### src/rtl/lsu_pkg.sv
// Shared funct3 codes and FSM state encoding for the load/store unit.
package lsu_pkg;
  localparam logic [2:0] F3_B  = 3'b000;
  localparam logic [2:0] F3_H  = 3'b001;
  localparam logic [2:0] F3_W  = 3'b010;
  localparam logic [2:0] F3_BU = 3'b100;
  localparam logic [2:0] F3_HU = 3'b101;

  typedef enum logic {
    IDLE   = 1'b0,
    RMW_WR = 1'b1
  } lsu_state_e;
endpackage

### src/rtl/lsu_byte_lane.sv
// Lane extraction with sign/zero extension for loads, and lane merge for
// sub-word stores into an existing memory word.
module lsu_byte_lane
  import lsu_pkg::*;
(
  input  logic [2:0]  funct3,
  input  logic [1:0]  byte_off,
  input  logic [31:0] rd_word,
  input  logic [15:0] wdata,
  output logic [31:0] load_data,
  output logic [31:0] merge_data
);
  logic [31:0] shifted;
  logic [7:0]  byte_val;
  logic [15:0] half_val;
  logic [4:0]  byte_sh;
  logic [4:0]  half_sh;
  logic [31:0] byte_mask;
  logic [31:0] half_mask;

  assign byte_sh   = {byte_off, 3'b000};
  assign half_sh   = {byte_off[1], 4'b0000};
  assign shifted   = rd_word >> byte_sh;
  assign byte_val  = shifted[7:0];
  assign half_val  = byte_off[1] ? rd_word[31:16] : rd_word[15:0];
  assign byte_mask = 32'h0000_00FF << byte_sh;
  assign half_mask = 32'h0000_FFFF << half_sh;

  always_comb begin
    load_data = 32'h0;
    case (funct3)
      F3_B:    load_data = {{24{byte_val[7]}}, byte_val};
      F3_BU:   load_data = {24'h0, byte_val};
      F3_H:    load_data = {{16{half_val[15]}}, half_val};
      F3_HU:   load_data = {16'h0, half_val};
      F3_W:    load_data = rd_word;
      default: load_data = 32'h0;
    endcase
  end

  always_comb begin
    merge_data = rd_word;
    case (funct3)
      F3_B:    merge_data = (rd_word & ~byte_mask) | (({24'h0, wdata[7:0]} << byte_sh) & byte_mask);
      F3_H:    merge_data = (rd_word & ~half_mask) | (({16'h0, wdata} << half_sh) & half_mask);
      default: merge_data = rd_word;
    endcase
  end
endmodule

### src/rtl/load_store_unit.sv
// RV32I load/store unit: combinational loads, single-cycle SW, and a
// two-cycle read-modify-write for SB/SH against a word-write-only memory.
module load_store_unit
  import lsu_pkg::*;
#(
  parameter int MEM_WORDS = 1024,
  parameter int AW        = 10
) (
  input  logic        clk,
  input  logic        rst,
  input  logic        req_valid,
  input  logic        req_we,
  input  logic [2:0]  funct3,
  input  logic [31:0] addr,
  input  logic [31:0] wdata,
  output logic [31:0] rdata,
  output logic        stall,
  output logic        misaligned,
  output logic        access_fault,
  output logic [31:0] mem_A,
  output logic [31:0] mem_WD,
  output logic        mem_WE,
  input  logic [31:0] mem_RD
);
  localparam logic [32:0] BYTE_LIMIT = 33'(4 * MEM_WORDS);

  lsu_state_e  state_q, state_d;
  logic [31:0] merge_q, merge_d;
  logic [AW-1:0] addr_q, addr_d;

  logic [31:0] word_addr;
  logic [31:0] load_data;
  logic [31:0] merge_data;
  logic        f3_legal;
  logic        range_bad;
  logic        align_bad;
  logic        active;
  logic        ok_req;

  assign word_addr = {{(30-AW){1'b0}}, addr[AW+1:2], 2'b00};
  assign range_bad = {1'b0, addr} >= BYTE_LIMIT;

  always_comb begin
    f3_legal  = 1'b0;
    align_bad = 1'b0;
    case (funct3)
      F3_B:  f3_legal = 1'b1;
      F3_H:  begin f3_legal = 1'b1;     align_bad = addr[0];          end
      F3_W:  begin f3_legal = 1'b1;     align_bad = (addr[1:0] != 2'b00); end
      F3_BU: f3_legal = !req_we;
      F3_HU: begin f3_legal = !req_we;  align_bad = addr[0];          end
      default: f3_legal = 1'b0;
    endcase
  end

  // Errors are only reported for a fresh request; the RMW_WR cycle ignores inputs.
  assign active       = rst && (state_q == IDLE) && req_valid;
  assign access_fault = active && (!f3_legal || range_bad);
  assign misaligned   = active && !access_fault && align_bad;
  assign ok_req       = active && !access_fault && !align_bad;

  lsu_byte_lane u_lane (
    .funct3     (funct3),
    .byte_off   (addr[1:0]),
    .rd_word    (mem_RD),
    .wdata      (wdata[15:0]),
    .load_data  (load_data),
    .merge_data (merge_data)
  );

  always_comb begin
    rdata   = 32'h0;
    stall   = 1'b0;
    mem_A   = 32'h0;
    mem_WD  = 32'h0;
    mem_WE  = 1'b0;
    state_d = state_q;
    merge_d = merge_q;
    addr_d  = addr_q;
    if (rst && state_q == RMW_WR) begin
      mem_A   = {{(30-AW){1'b0}}, addr_q, 2'b00};
      mem_WD  = merge_q;
      mem_WE  = 1'b1;
      state_d = IDLE;
    end else if (ok_req) begin
      mem_A = word_addr;
      if (!req_we) begin
        rdata = load_data;
      end else if (funct3 == F3_W) begin
        mem_WD = wdata;
        mem_WE = 1'b1;
      end else begin
        stall   = 1'b1;
        state_d = RMW_WR;
        merge_d = merge_data;
        addr_d  = addr[AW+1:2];
      end
    end
  end

  always_ff @(posedge clk) begin
    if (!rst) begin
      state_q <= IDLE;
      merge_q <= 32'h0;
      addr_q  <= '0;
    end else begin
      state_q <= state_d;
      merge_q <= merge_d;
      addr_q  <= addr_d;
    end
  end
endmodule

### config.mk
export PLATFORM = sky130hd
export DESIGN_NAME = load_store_unit
export DESIGN_NICKNAME = d
export VERILOG_FILES = /design/src/rtl/lsu_pkg.sv /design/src/rtl/lsu_byte_lane.sv /design/src/rtl/load_store_unit.sv
export SDC_FILE = /design/constraint.sdc
export NUM_CORES = 1
export LEC_CHECK = 0
export BUFFER_PORTS_ARGS = -buffer_cell sky130_fd_sc_hd__buf_2
export CAP_MARGIN = 20
export CORE_MARGIN = 4
export CORE_UTILIZATION = 40
export CTS_CLUSTER_SIZE = 28
export DETAILED_ROUTE_END_ITERATION = 8
export PLACE_DENSITY_LB_ADDON = 0.15
export SLEW_MARGIN = 20
export SYNTH_ARGS = -nofsm -noshare
export SYNTH_HDL_FRONTEND = slang
export SYNTH_SLANG_ARGS = --single-unit
### constraint.sdc
create_clock -name clk -period 4.3 [get_ports clk]
set_clock_uncertainty 0.1 [all_clocks]
set_input_delay 0.645 -clock clk [delete_from_list [all_inputs] [get_ports clk]]
set_output_delay 0.645 -clock clk [all_outputs]
set_load 0.03 [all_outputs]
==> flow_metrics.env <==
export IMPL_postRouteAntennaNets=0
export IMPL_netlist_area_mm2=0.00442
export IMPL_leakagePower_nw=2.30
export IMPL_synth_lib_cells_used_distinct=53
export IMPL_main_combinational_cell_family_by_area_after_synthesis="compound AO/OA/AOI/OAI gates"
export IMPL_hold_worst_slack_ps=362
export IMPL_synth_largest_area_cell="dfxtp_1"
export IMPL_floorplan_io_pins=203
export IMPL_cts_num_sinks=43
export IMPL_synthArstFlopShare_pct=0
export IMPL_port_buffers=180
export IMPL_postSynthRegisterBits=43
export IMPL_overall_global_routing_usage_pct=22.9
export IMPL_synth_simple_gate_area_share_pct=26.9
export IMPL_fp_row_count=38
export IMPL_cts_buffers_inserted=5
export IMPL_globalplace_congestion=0.908
export IMPL_timing_critical_path_mode_cell="buf_2"
export IMPL_synth_mux_area_share_pct=13.8
export IMPL_outcome="complete, no violations"
export IMPL_fillerInstances=1075
export IMPL_hpwlAfterDp_um=11700
export IMPL_flow_area_growth_from_synthesis_pct=19.2
export IMPL_chipHeight_um=113
export IMPL_worst_path_largest_cell_delay_ps=520
export IMPL_final_hold_viol_count=0
export IMPL_grt_antenna_before_repair=0
export IMPL_placedCellCount=801
export IMPL_setup_crit_start="funct3[1]"
export IMPL_cp_start_kind="input port"
export IMPL_hp_class="reg -> reg"
export IMPL_worst_setup_hold_path_clk_slew_ps=90
export IMPL_maxCapViolations=0
export IMPL_critical_path_reg2reg_startpoint="state_q"
export IMPL_setup_failing_eps_final=0
export IMPL_holdBufCountCts=0
export IMPL_maximum_buffer_depth_of_the_clock_tree=2
export IMPL_ctsRootBufferMaster="clkbuf_8"
export IMPL_most_common_layout_cells="180 x buf_2, 73 x nand2_1, 43 x mux2i_1, 43 x dfxtp_1, 28 x a22o_2"
export IMPL_drt_first_pass_iters=8
export IMPL_final_period_minus_worst_setup_slack_ps=3480
export IMPL_final_setup_tns_ps=0
export IMPL_remaining_drc_errors=0
export IMPL_clock_insertion_delay_worst_skew_ps=310
export IMPL_fp_dieW_um=113
export IMPL_avgViaCountPerCell=5.68
export IMPL_yosys_most_used_dff="dfxtp_1"
export IMPL_num_nets_final=771
export IMPL_achievable_frequency_mhz=287
export IMPL_synth_enable_flop_cells=0
export IMPL_launch_point_of_the_worst_hold_path="merge_q[10]"
export IMPL_die_area_mm2=0.0128
export IMPL_timing_critical_path_buf_inv=3
export IMPL_synth_compound_area_share_pct=28.8
export IMPL_dr_total_vias=4599
export IMPL_antenna_cells_inserted=0
export IMPL_core_mm2=0.0108
export IMPL_grt_overflow_total=0
export IMPL_worstPathCellList="buf_2 > nor3b_2 > nand2_1 > nor4_4 > buf_4 > a22o_2 > buf_2"
export IMPL_rsz0062_at_grt="no"
export IMPL_post_synth_fa_ha_maj_area_fraction_pct=0
export IMPL_mostFrequentLayoutCell="buf_2"
export IMPL_final_core_utilization_pct=48.6
export IMPL_post_route_period_util_pct=81.0
export IMPL_worstPathMaxFanout=35
export IMPL_detailedRoute_firstIterationViolations=468
export IMPL_htree_levels=2
export IMPL_worst_setup_path_type="in -> out"
export IMPL_irDropWorstVdd_v=0.000110
export IMPL_route_final_wire_length_um=15500
export IMPL_worst_path_dominant_cell_family="buffers and inverters"
export IMPL_cts_setup_buffers=0
export IMPL_post_synth_cell_area_avg_um2=8.46
export IMPL_power_density_mw_per_mm2=180
export IMPL_final_max_slew_violation_count=0
export IMPL_cp_end_kind="output pin"
export IMPL_grt_pass1_vias=4309
export IMPL_post_drt_wl_per_cell_um=19.2
export IMPL_initial_cell_density_of_the_core_pct=40.8
export IMPL_worstPathRequired_ps=3560
export IMPL_synth_cells=523
export IMPL_critical_path_slowest_cell="nor3b_2"
export IMPL_post_route_cells_drive_above_1_share_pct=38.1
export IMPL_netlist_top_cells_area="dfxtp_1 19%, mux2i_1 9.7%, a22o_2 6.3%"
export IMPL_cp_data_arrival_time_ps=2740
export IMPL_yosysWarningCount=0
export IMPL_worstMarginPinSlew_ps=926
export IMPL_tritoncts_clock_tree="yes"
export IMPL_cts_resized_gates=0
export IMPL_yosys_area_top_type_share_pct=19.5
export IMPL_synth_sequential_area_ratio_pct=19.5
export IMPL_grt_start_max_net_pins=77
export IMPL_yosys_area_share_xor_xnor_pct=0
export IMPL_slew_limit_headroom_pct=37.8
export IMPL_grt_first_pass_wirelength_um=23600
export IMPL_post_layout_nonfiller_instances=809
[cell type report]
class | count | area, µm² | share of cell area [%]
flip-flops and latches | 43 | 861 | 16.3
well taps | 140 | 175 | 3.32
multi-input cells | 428 | 3170 | 60.1
clock buffers | 5 | 68.8 | 1.31
repair buffers | 189 | 968 | 18.4
clock inverters | 3 | 25.0 | 0.475
inverters | 1 | 3.75 | 0.0712
[sequential cells by signal, indices dropped and copies added, names as in the netlist]
register	cells
addr_q	10
state_q	1
merge_q	32
[Yosys cell counts (3+ instances only)]
cell / n
nand3b_1: 3
nor2_1: 14
o31ai_1: 14
a22oi_1: 16
o21ai_0: 27
and3_2: 3
nor2b_1: 17
o21a_1: 16
clkbuf_1: 27
and4bb_2: 4
nor3_1: 5
mux4_2: 8
and4b_1: 8
nor4bb_1: 11
a222oi_1: 8
a22o_2: 28
buf_12: 4
nor4_4: 6
a21boi_0: 15
nand2_1: 73
a21oi_1: 25
nand2b_1: 11
buf_4: 25
a22o_1: 14
mux2i_1: 43
buf_6: 5
dfxtp_1: 43
and3_1: 12
buf_2: 9
[power by group]
| group | internal, W | switching [W] | leakage (nW) | total (W) |
|---|---|---|---|---|
| sequential | 0.000398 | 0.0000000000166 | 0.346 | 0.000398 |
| clock | 0.000116 | 0.000154 | 0.0443 | 0.000270 |
| combinational | 0.000102 | 0.000181 | 1.91 | 0.000283 |
[metal layers]
metal | part of all wire [%] | global-route usage [%] | wire length [µm] | up-vias
li1 | - | - | - | 2222
met1 | 44 | 33.0 | 6830 | 2091
met2 | 44 | 35.3 | 6840 | 263
met3 | 10 | 4.17 | 1560 | 23
met4 | 1.8 | 6.09 | 275 | 0
met5 | 0 | 0 | 0 | -
[final timing paths]
path / cells past startpoint / slack (ps) / endpoint
setup / recovery: 7 / 820 / mem_WD[14]
hold / removal: 2 / 360 / merge_q[10]
setup reg to reg: 5 / 2010 / merge_q[29]
hold reg to reg: 2 / 360 / merge_q[10]
[logic make-up after synthesis]
| kind of cell | Yosys count |
|---|---|
| buf+inv | 73 |
| other cells | 1 |
| mux | 51 |
| flops | 43 |
| compound gates | 171 |
| simple gates | 184 |
[worst register-to-register path, cell delays in order, from the launching register on]
cell and delay (ps):
dfxtp_1 320, nand3b_1 210, nand4bb_4 320, nor4_4 330, buf_4 650, mux2i_1 280
[per-stage QoR]
step / setup WS, ps / cell area (µm²) / power [W]
after floorplan: 1350 / 4500 / 0.000588
after global placement: 882 / 5180 / 0.000685
after detailed placement: 773 / 5180 / 0.000687
after CTS: 794 / 5270 / 0.000959
after global routing: 622 / 5270 / 0.00100
final: 815 / 5270 / 0.000951
Note: power is estimated with default switching activity, not from simulation.
